## src/rtl/prl_rx_message_fifo_if.sv

```systemverilog
// PRL RX message notification queue: buffers parsed RX messages for the policy engine
// behind a valid/ack handshake, with overflow tracking and flush on hard/protocol reset.
module prl_rx_message_fifo_if #(
    parameter int unsigned INFO_W = 23,
    parameter int unsigned DEPTH  = 4,
    parameter int unsigned PTR_W  = 2,
    parameter int unsigned CNT_W  = 8
) (
    input  logic              clk,
    input  logic              rst_n,
    input  logic              prl_rx_st_inform_pe_en,
    input  logic [1:0]        prl_rx_parser_message_type,
    input  logic [2:0]        prl_rx_parser_sop_type,
    input  logic [4:0]        prl_rx_parser_header_type,
    input  logic [INFO_W-1:0] prl_rx_parser_info,
    input  logic              prl_rx_flush,
    input  logic              pe2pl_rx_ack,
    input  logic              pe2pl_rx_overflow_clr,
    output logic              pl2pe_rx_valid,
    output logic [6:0]        pl2pe_rx_type,
    output logic [2:0]        pl2pe_rx_sop_type,
    output logic [INFO_W-1:0] pl2pe_rx_info,
    output logic [PTR_W:0]    pl2pe_rx_pending,
    output logic              pl2pe_rx_overflow,
    output logic [CNT_W-1:0]  pl2pe_rx_drop_cnt,
    output logic              prl_rx_fifo_full
);

    localparam int unsigned TYPE_W  = 7;
    localparam int unsigned SOP_W   = 3;
    localparam int unsigned ENTRY_W = TYPE_W + SOP_W + INFO_W;
    localparam logic [PTR_W:0] DEPTH_CNT = (PTR_W + 1)'(DEPTH);

    logic [ENTRY_W-1:0] mem_q [DEPTH];
    logic [PTR_W-1:0]   wr_ptr_q;
    logic [PTR_W-1:0]   rd_ptr_q;
    logic [PTR_W:0]     pending_q;
    logic               overflow_q;
    logic [CNT_W-1:0]   drop_cnt_q;

    logic               valid_c;
    logic               full_c;
    logic               do_pop_c;
    logic               do_push_c;
    logic               do_drop_c;
    logic [ENTRY_W-1:0] wr_entry_c;
    logic [ENTRY_W-1:0] head_c;
    logic [PTR_W-1:0]   wr_ptr_d;
    logic [PTR_W-1:0]   rd_ptr_d;
    logic [PTR_W:0]     pending_d;
    logic               overflow_d;
    logic [CNT_W-1:0]   drop_cnt_d;

    assign valid_c = (pending_q != '0);
    assign full_c  = (pending_q == DEPTH_CNT);

    // Flush wins over everything; a full FIFO still accepts a push when the head is acked.
    always_comb begin
        do_pop_c   = 1'b0;
        do_push_c  = 1'b0;
        do_drop_c  = 1'b0;
        wr_entry_c = {prl_rx_parser_message_type, prl_rx_parser_header_type,
                      prl_rx_parser_sop_type, prl_rx_parser_info};
        if (!prl_rx_flush) begin
            do_pop_c  = pe2pl_rx_ack && valid_c;
            do_push_c = prl_rx_st_inform_pe_en && (!full_c || do_pop_c);
            do_drop_c = prl_rx_st_inform_pe_en && full_c && !do_pop_c;
        end
    end

    always_comb begin
        wr_ptr_d  = wr_ptr_q;
        rd_ptr_d  = rd_ptr_q;
        pending_d = pending_q;
        if (prl_rx_flush) begin
            wr_ptr_d  = '0;
            rd_ptr_d  = '0;
            pending_d = '0;
        end else begin
            if (do_push_c) begin
                wr_ptr_d = wr_ptr_q + PTR_W'(1);
            end
            if (do_pop_c) begin
                rd_ptr_d = rd_ptr_q + PTR_W'(1);
            end
            if (do_push_c && !do_pop_c) begin
                pending_d = pending_q + (PTR_W + 1)'(1);
            end else if (do_pop_c && !do_push_c) begin
                pending_d = pending_q - (PTR_W + 1)'(1);
            end
        end
    end

    // A drop in the same cycle as a clear restarts the count at one.
    always_comb begin
        overflow_d = overflow_q;
        drop_cnt_d = drop_cnt_q;
        if (do_drop_c) begin
            overflow_d = 1'b1;
            if (pe2pl_rx_overflow_clr) begin
                drop_cnt_d = CNT_W'(1);
            end else if (drop_cnt_q != '1) begin
                drop_cnt_d = drop_cnt_q + CNT_W'(1);
            end
        end else if (pe2pl_rx_overflow_clr) begin
            overflow_d = 1'b0;
            drop_cnt_d = '0;
        end
    end

    always_ff @(posedge clk or negedge rst_n) begin
        if (!rst_n) begin
            wr_ptr_q   <= '0;
            rd_ptr_q   <= '0;
            pending_q  <= '0;
            overflow_q <= 1'b0;
            drop_cnt_q <= '0;
        end else begin
            wr_ptr_q   <= wr_ptr_d;
            rd_ptr_q   <= rd_ptr_d;
            pending_q  <= pending_d;
            overflow_q <= overflow_d;
            drop_cnt_q <= drop_cnt_d;
        end
    end

    // Storage is cleared on reset so the head reads zero until the first push.
    always_ff @(posedge clk or negedge rst_n) begin
        if (!rst_n) begin
            for (int unsigned i = 0; i < DEPTH; i++) begin
                mem_q[i] <= '0;
            end
        end else if (do_push_c) begin
            mem_q[wr_ptr_q] <= wr_entry_c;
        end
    end

    assign head_c = mem_q[rd_ptr_q];

    assign pl2pe_rx_valid    = valid_c;
    assign pl2pe_rx_type     = head_c[ENTRY_W-1 -: TYPE_W];
    assign pl2pe_rx_sop_type = head_c[INFO_W +: SOP_W];
    assign pl2pe_rx_info     = head_c[INFO_W-1:0];
    assign pl2pe_rx_pending  = pending_q;
    assign pl2pe_rx_overflow = overflow_q;
    assign pl2pe_rx_drop_cnt = drop_cnt_q;
    assign prl_rx_fifo_full  = full_c;

endmodule

```

## config.mk

```make
export PLATFORM = sky130hd
export DESIGN_NAME = prl_rx_message_fifo_if
export DESIGN_NICKNAME = d
export VERILOG_FILES = /design/src/rtl/prl_rx_message_fifo_if.sv
export SDC_FILE = /design/constraint.sdc
export NUM_CORES = 1
export LEC_CHECK = 0
export BUFFER_PORTS_ARGS = -buffer_cell sky130_fd_sc_hd__buf_4
export CAP_MARGIN = 10
export CORE_ASPECT_RATIO = 0.8
export CORE_MARGIN = 5
export CORE_UTILIZATION = 40
export CTS_CLUSTER_DIAMETER = 30
export DETAILED_ROUTE_END_ITERATION = 8
export GPL_ROUTABILITY_DRIVEN = 0
export GPL_TIMING_DRIVEN = 0
export PLACE_DENSITY = 0.65
export SLEW_MARGIN = 40
export SYNTH_ARGS = -nofsm -noshare
export SYNTH_HDL_FRONTEND = slang
export SYNTH_SLANG_ARGS = --single-unit
```

## constraint.sdc

```tcl
create_clock -name clk -period 3.6 [get_ports clk]
set_input_delay 0.54 -clock clk [delete_from_list [all_inputs] [get_ports clk]]
set_output_delay 0.54 -clock clk [all_outputs]
set_load 0.01 [all_outputs]
```

# --- Yosys cells after proc, flatten, opt, wreduce, memory -nomap -nowiden ---
# Cells that the tools add are included.
op_classes:
  add_sub_neg: 5
  order_cmp: 3
  n_eq_ne: 2
  mux: 22
  n_bitwise: 2
  reduce_logical: 19
ops:
  columns: ["cell", "n"]
  rows:
  - ["$bwmux W132", 1]
  - ["$mux W33", 3]
  - ["$bmux W33 S2", 1]
  - ["$demux W33 S2", 1]
  - ["$mux W8", 4]
  - ["$mux W3", 3]
  - ["$add A8 B1 Y8 const B", 1]
  - ["$mux W2", 4]
  - ["$ne A8 B8 Y1 const B", 1]
  - ["$reduce_bool A2 Y1", 4]
  - ["$logic_and A1 B1 Y1", 7]
  - ["$ge A3 B3 Y1 const B", 2]
  - ["$not A2 Y3", 2]
  - ["$reduce_bool A3 Y1", 2]
  - ["$mux W1", 5]
  - ["$add A2 B1 Y2 const B", 2]
  - ["$logic_not A1 Y1", 4]
  - ["$add A3 B1 Y3 const B", 1]
  - ["$eq A3 B3 Y1 const B", 1]
  - ["$lt A3 B1 Y1 const B", 1]
  - ["$sub A3 B1 Y3 const B", 1]
  - ["$reduce_and A2 Y1", 1]
  - ["$logic_or A1 B1 Y1", 1]
totals:
  ff_bits: 148
  in_bits: 39
  out_inout_bits: 47
  wordCells: 62

# --- Depth between registers and ports, before layout ---
# Gate-level depths: netlist of the first run.
logic_depth:
  word_depth: 10
  ltp_mapped: 9
  ltp_nobuf: 8

# --- Worst setup path after synthesis of the first run ---
# Ideal clock, no wire load.
synth_timing:
  path_type: "input port to flip-flop"
  start: "in pe2pl_rx_ack"
  end: "reg pending_q[2], in the netlist pl2pe_rx_pending[2]"
  setup_ns: 0.138
  arrival_ns: 2.472
  t_required_ns: 3.462
  setup_slack_ns: 0.990
  path_stages: 8
  n_path_buf: 1
  cell_sequence: "buf_2 nor4b_4 nand2b_1 nor3_1 fa_1 or3b_2 a31oi_1 a21oi_1"
synth_via:
  elab_chain_cells: 7
synth_lines:
  columns: ["item", "line_no", "text"]
  rows:
  - ["from (decl)", "17", "input logic pe2pl_rx_ack,"]
  - ["$logic_and A1 B1 Y1 (*)", "65", "do_pop_c = pe2pl_rx_ack && valid_c;"]
  - ["$logic_or A1 B1 Y1", "66", "do_push_c = prl_rx_st_inform_pe_en && (!full_c || do_pop_c);"]
  - ["$logic_and A1 B1 Y1", "66", null]
  - ["$mux W1", "64", "if (!prl_rx_flush) begin"]
  - ["$logic_and A1 B1 Y1 / $logic_not A1 Y1 (equally long branches)", "86, 88", null]
  - ["$mux W3 / $logic_and A1 B1 Y1 (equally long branches)", "86, 88", null]
  - ["$mux W3 / $reduce_bool A3 Y1 (equally long branches)", null, null]
  - ["to (signal assigned)", "121", "pending_q <= pending_d;"]
  - ["to (decl)", "37", "logic [PTR_W:0] pending_q;"]
# Mark *: on every way between the ends. The rest lies on a longest branch, timed or not.
# A chain may end at the register's enable or synchronous reset.

# --- Worst setup path after layout of the first run ---
layout_timing:
  start: "reg rd_ptr_q[0]"
  end: "out pl2pe_rx_info[0]"
layout_via:
  elab_chain_cells: 4
layout_lines:
  columns: ["item", "line_no", "text"]
  rows:
  - ["from (decl)", "36", "logic [PTR_W-1:0] rd_ptr_q;"]
  - ["from (signal assigned)", "120", "rd_ptr_q <= rd_ptr_d;"]
  - ["$not A2 Y3 (not written as such)", "138", "assign head_c = mem_q[rd_ptr_q];"]
  - ["$bmux W33 S2", "138", null]
  - ["$mux W33 (not written as such) (2 in a row)", "138", null]
  - ["to (decl)", "22", "output logic [INFO_W-1:0] pl2pe_rx_info,"]
# Every way passes these cells. The select of a mux whose other input is x is not followed.

==> reports/summary.md, run 1 <==
The core region is 16,400 µm². The capture point of the worst reg-to-reg path is pl2pe_rx_pending[2]. The run gives 3,944 as the total via count in the routed design. Kind of end point of the critical path: an output pin. IR analysis of the VDD net gives a maximum drop of 360 µV.

Entering global routing, the biggest net connects 67 pins. The run finished with clean final reports. The worst setup path is launched from a flip-flop.

The count of TritonRoute iterations in the first routing pass was 4. The final design instance area without fill came out at 8190 µm². The total CTS buffers was 17; the number of instances in the synthesized netlist was 427.

TritonCTS built the clock tree. The cell area after placement came out at 7630 µm². The logs give 19,400 µm² for the die footprint and 0.42 ns for the insertion delay to the later sink of the worst-skew pair. The share of the yosys chip area belonging to registers was 55.4%; the initial antenna violation count was 0. The reg-to-reg startpoint was pl2pe_rx_pending[1].

The tools report the worst endpoint data arrival time as 2.43 ns. The area of the mapped netlist is 6680 µm², and the number of synthesized flops with an enable pin is 0. In the layout the commonest cells are dfrtp_1 (148), mux2_2 (132), buf_4 (93). Of all nets on the critical path, the largest fanout is 10. The area growth from synthesis to layout is 22.5%. STA puts the critical path data required time at 3.06 ns. The filler cell count in the final layout was 1,434. The first global-routing pass estimated 23,500 µm of wire. The tools report the worst setup path startpoint as rd_ptr_q[0]. The transition at the pin with the smallest max-transition slack is 0.727 ns.

Measured along the x axis, the die boundary spans 154 µm. In the final design database the tool counted 576 nets. The netlist uses 41 different library cells. Once routing completed, OpenROAD measured the worst setup slack at 0.632 ns.

The run gives 2 as the clock tree buffer depth. The core occupancy in the finished layout is 49.8%, and the post-synthesis net count is 472. The fraction of registers with async set or reset after synthesis was 100%; the final max-slew violation count was 0. The clock tree skew after final layout is 0.00780 ns, and the via count of the first global-routing pass is 4,488. The run gives 0 as the total count of hold-check failures in the final report. After detailed routing, the total wire length is 14,000 µm.

The global-route congestion overflow total is 0, and the effective utilization at floorplan is 40.6%. The number of warning messages in the yosys log was 0. The most used flip-flop cell after synthesis was dfrtp_1. Prior to clock tree synthesis, the placed netlist has a worst setup slack of 0.743 ns. The level count of the clock H-tree is 4, and the worst-case headroom to the max-slew limit is 51.5%. For flop-to-flop paths, the worst setup slack is 0.82 ns.

The TritonCTS sink count is 148, and the HPWL after detailed placement is 9520 µm. The category of the most critical setup path is flip-flop to output pin. The layout cell share with drive strength beyond 1 is 56.0%, and the remaining number of nets flagged by the antenna check after routing is 0. In the routed design, unresolved DRC markers number 0. For the worst flop-to-flop path, the logic depth is 8.

The leakage power figure came out at 3.69 nW. After routing, the total negative slack on setup checks comes to 0 ns. The tools report the library cell used as clock root buffer as clkbuf_16. The most frequent standard cell in the layout excluding fill and tap cells was dfrtp_1. Max-cap violations in this run came to 0. The critical path ends at pl2pe_rx_info[0].

The power per unit of standard cell area is 803 nW/µm². The final total power was 0.00657 W. Setup violations remaining at the end of the flow were counted as 0. The via density per instance works out to 5.17. The clock-pin transition on the worst setup and hold timing paths came out at 0.06 ns.

Timing-limited maximum frequency: 337 MHz. In this run, synthesis produced a sequential element count of 148. In the global route stage, overall resource usage came out at 15.4%.

For the number of antenna diodes, the log shows 0. The type of the most critical hold path is input port to flip-flop. The die height came out at 126 µm. The average footprint of a synthesized cell is 15.6 µm². During I/O placement, the number of pins put on the boundary was 86. The routed design could run at a clock period as short as 2.97 ns.

Setup repair after global routing left no endpoint under its margin. In this run, the number of DRC markers left after iteration 0 of detailed routing was 116. In the final routed layout, each cell accounts on average for 18.4 µm. Port buffering added 82 buffers. Of the available clock period, the critical path in the final layout requires 82.4%. Row generation in the floorplan step produced 42 rows.
[metal layers]
metal | global-route usage (%) | up-vias | wire length (µm)
met4 | 6.39 | 0 | 170
met2 | 24.4 | 87 | 6830
met3 | 3.83 | 17 | 728
li1 | - | 1792 | -
met1 | 20.3 | 2048 | 6310
met5 | 0 | - | 0
[power breakdown]
| part | total, W | switching [W] | internal, W |
|---|---|---|---|
| Sequential | 0.00264 | 0.000309 | 0.00233 |
| Combinational | 0.00230 | 0.000901 | 0.00140 |
| Clock | 0.00163 | 0.000685 | 0.000946 |
[sequential cells by signal (all words and copies together), names as in the netlist]
signal             cells
wr_ptr_q               2
pl2pe_rx_drop_cnt      8
rd_ptr_q               2
pl2pe_rx_overflow      1
pl2pe_rx_pending       3
mem_q                132
[worst min path at each step]
stage	start	to	cells past startpoint
finish	prl_rx_parser_header_type[0]	mem_q[26]	2
global route	prl_rx_parser_sop_type[1]	mem_q[90]	2
CTS	prl_rx_parser_header_type[0]	mem_q[26]	2
detailed placement	rst_n	mem_q[84]	1
global placement	mem_q[46]	mem_q[46]	1
floorplan	rst_n	mem_q[0]	0
[logic make-up (layout without fill, tap and decap cells)]
logic type	after synthesis	count (layout)	share of synthesized area, %
AOI/OAI and AO/OA	17	17	1.80
xor gates and xnor gates	6	6	0.787
adders and majority gates	6	6	1.24
buffers and inverters	33	149	2.64
DFF	148	148	55.4
muxes	169	169	34.0
and+or+nand+nor	48	48	4.14
[final cells by class]
| class | count | area [µm²] | share of cell area, % |
|---|---|---|---|
| Timing Repair Buffer | 85 | 688 | 8.41 |
| Clock buffer | 19 | 433 | 5.29 |
| Multi-Input combinational cell | 246 | 2800 | 34.2 |
| Inverter | 6 | 22.5 | 0.275 |
| Clock inverter | 12 | 109 | 1.33 |
| Sequential cell | 148 | 3700 | 45.2 |
| Buffer | 27 | 154 | 1.88 |
| Tap cell | 220 | 275 | 3.36 |
[per-stage QoR]
stage | hold WS (ns) | cells
3_3_place_gp | 0.481 | 729
2_1_floorplan | 0.244 | 427
6_report | 0.375 | 763
4_1_cts | 0.353 | 763
5_1_grt | 0.368 | 763
3_5_place_dp | 0.409 | 731
[worst max-delay path: stages, from the launching register on]
cell and delay [ns]:
dfrtp_1 0.32, clkbuf_1 0.47, buf_2 0.47, mux4_2 0.59
buf_4 0.17
[cell usage after synthesis (all sizes together) (2+ instances only)]
cell type	n	area share, %
a21oi	3	0.22
a31oi	2	0.19
and3	2	0.19
buf	19	1.9
clkbuf	8	0.45
dfrtp	148	55
ha	5	0.94
inv	6	0.34
mux2	132	22
mux2i	4	0.60
mux4	33	11
nand2	11	0.77
nand3	4	0.30
nand3b	2	0.22
nand4	3	0.28
nor2	13	0.73
nor3	3	0.22
nor4b	2	0.49
o211ai	3	0.41
o21ai	3	0.22
o31a	2	0.26
xnor2	2	0.26
xor2	4	0.52
[timing repair]
| item | 4_1_cts | 5_1_grt |
|---|---|---|
| buffers inserted | 0 | 0 |
| hold buffers | 1 | 0 |
| hold endpoints to repair | 27 | 0 |
| resized for setup | 0 | 0 |
Power figures use the tool's default switching activity.
==> run 2: changes to the inputs <==
==> constraint.sdc (replaced) <==
create_clock -name clk -period 2.9 [get_ports clk]
set_input_delay 0.435 -clock clk [delete_from_list [all_inputs] [get_ports clk]]
set_output_delay 0.435 -clock clk [all_outputs]
set_load 0.01 [all_outputs]
==> run 2 against run 1 <==
Cell area about the same. Count of clock-buffer cells in the layout unchanged. Total power increased by 24%. Critical path type unchanged. Largest cell class unchanged. Global-route usage unchanged. Die area unchanged.
==> reports/summary.md, run 2 (synthesized netlist as in run 1, its figures left out) <==
The flow ran to the end, and the final reports show no timing, DRC or antenna violations. The tools report the final setup violation count as 0 (unchanged). The worst endpoint data arrival time was 2.30 ns (-0.13 ns); the DRC violation count after routing was 0 (unchanged). The placeable core region was 16,400 µm² (unchanged). The fraction of met2 tracks used by global routing came out at 24.4% (unchanged).

The clock period minus final worst setup slack works out to 2.73 ns. The type of the most critical hold path is input port to flip-flop. The clock-pin transition on the worst setup and hold timing paths is 0.06 ns (about the same). Die height: 126 µm (unchanged).

The number of flip-flops in the largest register is 132 (unchanged), and the largest vdd supply drop is 447 µV (+24%). The top cell types in the final layout, fill and taps aside, are dfrtp_1 (148), mux2_2 (132), buf_4 (94). The total negative slack was 0 ns (unchanged); the wire length of the first global-routing pass was 23,500 µm (unchanged). The tools report the final layout net count as 576 (unchanged). Global routing usage on met1: 20.3% (unchanged). The number of port buffers is 82 (unchanged), and the clock tree buffer depth is 2 (unchanged). The area of the multi-input gates is 2800 µm² (unchanged), and the total count of hold-check failures in the final report is 0 (unchanged). The routed wire length per instance was 18.4 µm (-0.19%). The category of the most critical setup path was flip-flop to output pin. Cell row count: 42 (unchanged). mem_q holds more flip-flops than any other register. For the cell area after placement, the log shows 7630 µm² (unchanged). The post-detailed-routing wire length came out at 14,000 µm (-0.19%). For the total CTS buffers, the log shows 17 (unchanged). The run gives 4 (unchanged) as the level count of the clock H-tree. Setup repair after global routing left no endpoint under its margin.

The run gives 0 (unchanged) as the initial antenna violation count. The met3 capacity usage during global routing was 3.83% (unchanged); the via density per instance was 5.14 (-0.53%). The logs give 0 (unchanged) for the remaining number of nets flagged by the antenna check after routing and 0 (unchanged) for the number of antenna diodes. The tools report the total via count in the routed design as 3,923 (-0.53%). The worst setup path is launched from a flip-flop. The count of maximum capacitance violations is 0 (unchanged), and the leakage power figure is 3.70 nW (+0.11%).

The highest fanout seen on the critical path works out to 10 (unchanged). The final design instance area without fill was 8190 µm² (about the same); the global-route congestion overflow total was 0 (unchanged). The via count of the first global-routing pass is 4,489 (+0.022%). The library cell used as clock root buffer was clkbuf_16. Number of gates resized after cts: 0 (unchanged).

The HPWL after detailed placement was 9520 µm (unchanged); the pin count of the biggest net entering global routing was 67 (unchanged). In the finished design, the share of the clock period the worst path needs comes to 94.2%. The worst setup path is captured at an output pin. The power per unit of standard cell area works out to 996 nW/µm² (+24%). For the worst-case headroom to the max-slew limit, the log shows 51.7% (+0.22 points).

Busiest metal layer after global routing: met2. The insertion delay to the later sink of the worst-skew pair came out at 0.42 ns (about the same). The count of TritonRoute iterations in the first routing pass was 4 (unchanged); the timing-limited maximum frequency was 366 MHz. The effective utilization at floorplan came out at 40.6% (unchanged).

The die footprint is 19,400 µm² (unchanged). The layout-stage area growth over the synthesis result was 22.6% (about the same). The library cell used most frequently in the layout, excluding fill and tap cells, is dfrtp_1. The tools report the number of DRC markers after the initial detailed-route iteration as 123 (+6.0%).

TritonCTS built the clock tree. The register area is 3700 µm² (unchanged), and the data required time at the worst endpoint is 2.47 ns (-0.59 ns). The layout cell share with drive strength beyond 1 is 56.2% (+0.18 points). The final max-slew violation count is 0 (unchanged), and the clock tree skew after final layout is 0.00845 ns (+0.000650 ns). The aggregate global-route resource usage is 15.4% (unchanged), and the transition at the pin with the smallest max-transition slack is 0.724 ns (-0.00330 ns). The filler cell count in the final layout is 1,432 (-0.14%). The TritonCTS sink count came out at 148 (unchanged). The floorplan die width came out at 154 µm (unchanged). The boundary pin count was 86 (unchanged).
-- run 2: what timing repair did --
item,in CTS,in global routing
endpoints found under the setup margin,28,1
endpoints found under the hold margin,27,0
gates cloned,0,0
hold buffers,1,0
buffers inserted,0,1
pin swaps,0,1
-- run 2: worst paths after layout --
path                                               from             endpoint  slack [ns]  depth (start not counted)
min reg2reg                                   mem_q[49]            mem_q[49]        0.50                          1
min in group asynchronous                         rst_n            mem_q[84]        0.45                          2
max reg2reg                         pl2pe_rx_pending[0]  pl2pe_rx_pending[2]        0.37                          8
min                        prl_rx_parser_header_type[0]            mem_q[26]        0.27                          2
max                                         rd_ptr_q[1]     pl2pe_rx_info[0]        0.17                          4
max in group asynchronous                         rst_n           mem_q[102]        1.56                          4
-- run 2: power breakdown --
part	total [W]	switching, W	leakage (nW)	internal, W
Combinational	0.00283	0.00110	1.57	0.00173
Sequential	0.00330	0.000407	1.87	0.00290
Clock	0.00203	0.000852	0.263	0.00117
-- run 2: per-layer routing --
layer	routed length (µm)	vias to the layer above
li1	-	1791
met1	6340	2035
met2	6780	79
met3	696	18
met4	195	0
met5	0	-
-- run 2: critical path, stage by stage, from the launching register on --
cell and delay, ns:
dfrtp_1 0.32, clkbuf_1 0.35, clkbuf_1 0.61, mux4_2 0.44, buf_4 0.17
-- run 2: layout make-up --
| class | count | share of cell area, % |
|---|---|---|
| Buffer | 26 | 1.83 |
| Clock buffer | 19 | 5.29 |
| Timing Repair Buffer | 86 | 8.49 |
| Tap cell | 220 | 3.36 |
| Sequential cell | 148 | 45.2 |
| Clock inverter | 12 | 1.33 |
| Inverter | 6 | 0.275 |
| Multi-Input combinational cell | 246 | 34.2 |
-- run 2: through the flow --
step	cells	power, W	hold slack [ns]	utilization (%)	setup WS (ns)
floorplan	427	0.00509	0.139	-	0.357
global placement	729	0.00605	0.481	46.0	0.184
detailed placement	731	0.00622	0.304	46.4	0.148
CTS	762	0.00829	0.248	49.7	0.0562
global route	763	0.00865	0.263	49.8	0.0149
finish	763	0.00816	0.271	49.8	0.168
==> run 3: changes to the inputs <==
--- a/config.mk
+++ b/config.mk
@@ -10,6 +10,7 @@
 export CORE_ASPECT_RATIO = 0.8
 export CORE_MARGIN = 5
 export CORE_UTILIZATION = 40
+export CTS_BUF_LIST = sky130_fd_sc_hd__clkbuf_8
 export CTS_CLUSTER_DIAMETER = 30
 export DETAILED_ROUTE_END_ITERATION = 8
 export GPL_ROUTABILITY_DRIVEN = 0
==> run 3 against run 2 <==
First-iteration DRC count shrank 17%. Die area is the same. Critical path depth is the same. Sequential power is essentially flat. Via count grew 0.43%. Flip-flop and latch count is the same. Maximum frequency shrank 1.4%. Clock power shrank 29%. Wire length shrank 0.65%. Largest cell class unchanged.
==> reports/summary.md, run 3 (synthesized netlist as in run 1, its figures left out) <==
TritonCTS built the clock tree. The tools report the final design instance area without fill as 8000 µm² (-2.3%). In this run the worst hold path is classified as input port to flip-flop. For the HPWL after detailed placement, the log shows 9520 µm (unchanged). The reg-to-reg startpoint was pl2pe_rx_pending[0]. The logs give 67 (unchanged) for the pin count of the biggest net entering global routing and 16,400 µm² (unchanged) for the placeable core region. The leakage power figure was 3.62 nW (-2.1%); the boundary pin count was 86 (unchanged).

For the clock tree buffer depth, the log shows 2 (unchanged). The tools report the worst setup path startpoint as rd_ptr_q[1]. The layout cell share with drive strength beyond 1 came out at 56.4% (+0.18 points).

For the filler cell count in the final layout, the log shows 1,452 (+1.4%). Setup repair after global routing left no endpoint under its margin. The final layout net count is 576 (unchanged), and the effective utilization at floorplan is 40.6% (unchanged). The count of TritonRoute iterations in the first routing pass was 4 (unchanged); the insertion delay to the later sink of the worst-skew pair was 0.45 ns (+0.03 ns). The data required time at the worst endpoint is 2.47 ns (about the same). The total count of hold-check failures in the final report was 0 (unchanged). The portion of the clock cycle consumed by the worst path in the final layout works out to 95.5% (+1.3 points). The run gives 3,940 (+0.43%) as the total via count in the routed design.

The run finished with clean final reports. The initial antenna violation count was 0 (unchanged); the DRC violation count after routing was 0 (unchanged). Floorplan die width: 154 µm (unchanged). The library cells used most frequently in the layout, excluding fill and tap cells, are dfrtp_1 (148), mux2_2 (132), buf_4 (94).

The library cell used as clock root buffer was clkbuf_8. The number of port buffers is 82 (unchanged). The via density per instance works out to 5.16 (+0.43%).

The largest vdd supply drop was 426 µV (-4.8%). Cell row count: 42 (unchanged). The layout-stage area growth over the synthesis result is 19.8%, and the highest fanout seen on the critical path is 10 (unchanged). For the count of maximum capacitance violations, the log shows 0 (unchanged). Timing-limited maximum frequency: 361 MHz (-1.4%).

The register with the most flip-flops is mem_q. The die height is 126 µm (unchanged). The logs give 0 (unchanged) for the remaining number of nets flagged by the antenna check after routing and 0 ns (unchanged) for the total negative slack.

STA classifies the critical path endpoint as an output pin. The run gives 4,430 (-1.3%) as the via count of the first global-routing pass. The transition at the pin with the smallest max-transition slack works out to 0.734 ns (+0.00957 ns). The clock tree skew after final layout came out at 0.0121 ns (+0.00365 ns).

The clock period minus final worst setup slack was 2.77 ns (+0.0387 ns); the post-detailed-routing wire length was 13,900 µm (-0.65%). The worst-case headroom to the max-slew limit is 51.1% (-0.64 points), and the core occupancy in the finished layout is 48.7% (-1.1 points). The tools report the wire length of the first global-routing pass as 23,300 µm (-0.62%). The tools report the start point of the worst hold path as prl_rx_parser_header_type[0].

The logs give 0 (unchanged) for the number of antenna diodes and 0 (unchanged) for the global-route congestion overflow total. The power per unit of standard cell area works out to 946 nW/µm² (-5.1%). The run gives 7630 µm² (unchanged) as the cell area after placement. TritonCTS sink count: 148 (unchanged). The final max-slew violation count was 0 (unchanged). The worst setup path is launched from a flip-flop. The level count of the clock H-tree came out at 4 (unchanged). The number of flip-flops in the largest register came out at 132 (unchanged). Leaving out fill and tap cells, the most frequent cell in the layout is dfrtp_1. The setup path with the least slack is of type flip-flop to output pin.

The worst endpoint data arrival time is 2.34 ns (+0.04 ns). For the number of DRC markers after the initial detailed-route iteration, the log shows 102 (-17%). The routed wire length per instance came out at 18.2 µm (-0.65%).

The total CTS buffers is 17 (unchanged), and the final setup violation count is 0 (unchanged). The die footprint is 19,400 µm² (unchanged), and the aggregate global-route resource usage is 15.3% (-0.12 points). The clock-pin transition on the worst setup and hold timing paths works out to 0.08 ns (+0.02 ns).
-- run 3: cell count changes in the layout (fill, tap and decap cells not counted) --
| cell | delta |
|---|---|
| clkbuf_16 | -17 |
| clkbuf_2 | +1 |
| clkbuf_8 | +17 |
| buf_2 | -1 |
| clkbuf_1 | -3 |
| clkbuf_4 | +1 |
| inv_1 | +2 |
-- run 3: metal layers --
metal  routed length (µm)  share of wire, %  GRT usage (%)
met5                    0                 0              0
met4                  191               1.4           4.67
met3                  740               5.3           4.87
met2                 6720                48           23.9
met1                 6270                45           20.4
-- run 3: through the flow --
step	std cells	hold WS (ns)	power [W]	setup WS [ns]
final	763	0.239	0.00757	0.129
after global routing	763	0.212	0.00807	0.0141
after CTS	762	0.201	0.00769	0.0143
after detailed placement	731	0.304	0.00622	0.148
after global placement	729	0.481	0.00605	0.184
after floorplan	427	0.139	0.00509	0.357
-- run 3: final cells by class --
class,instances,area (µm²),area share (%)
Timing Repair Buffer,86,696,8.69
Clock inverter,14,116,1.45
Sequential cell,148,3700,46.3
Buffer,26,154,1.92
Multi-Input combinational cell,246,2800,35.0
Tap cell,220,275,3.44
Clock buffer,17,234,2.92
Inverter,6,22.5,0.281
-- run 3: path summary, 6_finish.rpt --
| kind | end | slack (ns) | depth (start not counted) |
|---|---|---|---|
| worst min-delay path | mem_q[26] | 0.24 | 2 |
| min in group asynchronous | mem_q[84] | 0.42 | 2 |
| worst min register to register | mem_q[49] | 0.50 | 1 |
| worst max-delay path | pl2pe_rx_info[0] | 0.13 | 4 |
| worst max register to register | pl2pe_rx_pending[2] | 0.41 | 8 |
| max in group asynchronous | mem_q[102] | 1.59 | 4 |
-- run 3: report_power, final --
part	switching (W)	leakage (nW)	internal, W
Combinational	0.00109	1.57	0.00174
Clock	0.000777	0.184	0.000665
Sequential	0.000407	1.87	0.00289
Total	0.00228	3.62	0.00529
-- run 3: repair_timing --
item                                   in CTS  in global routing
hold buffers                                1                  0
pin swaps                                   0                  1
endpoints found under the hold margin      27                  0
setup endpoints to repair                  28                  8
setup buffers                               0                  1
gates resized for setup                     0                  3
-- run 3: critical path, cell delays in order, from the launching register on --
cell      delay, ns
dfrtp_1        0.33
clkbuf_1       0.35
clkbuf_1       0.61
mux4_2         0.44
buf_4          0.17
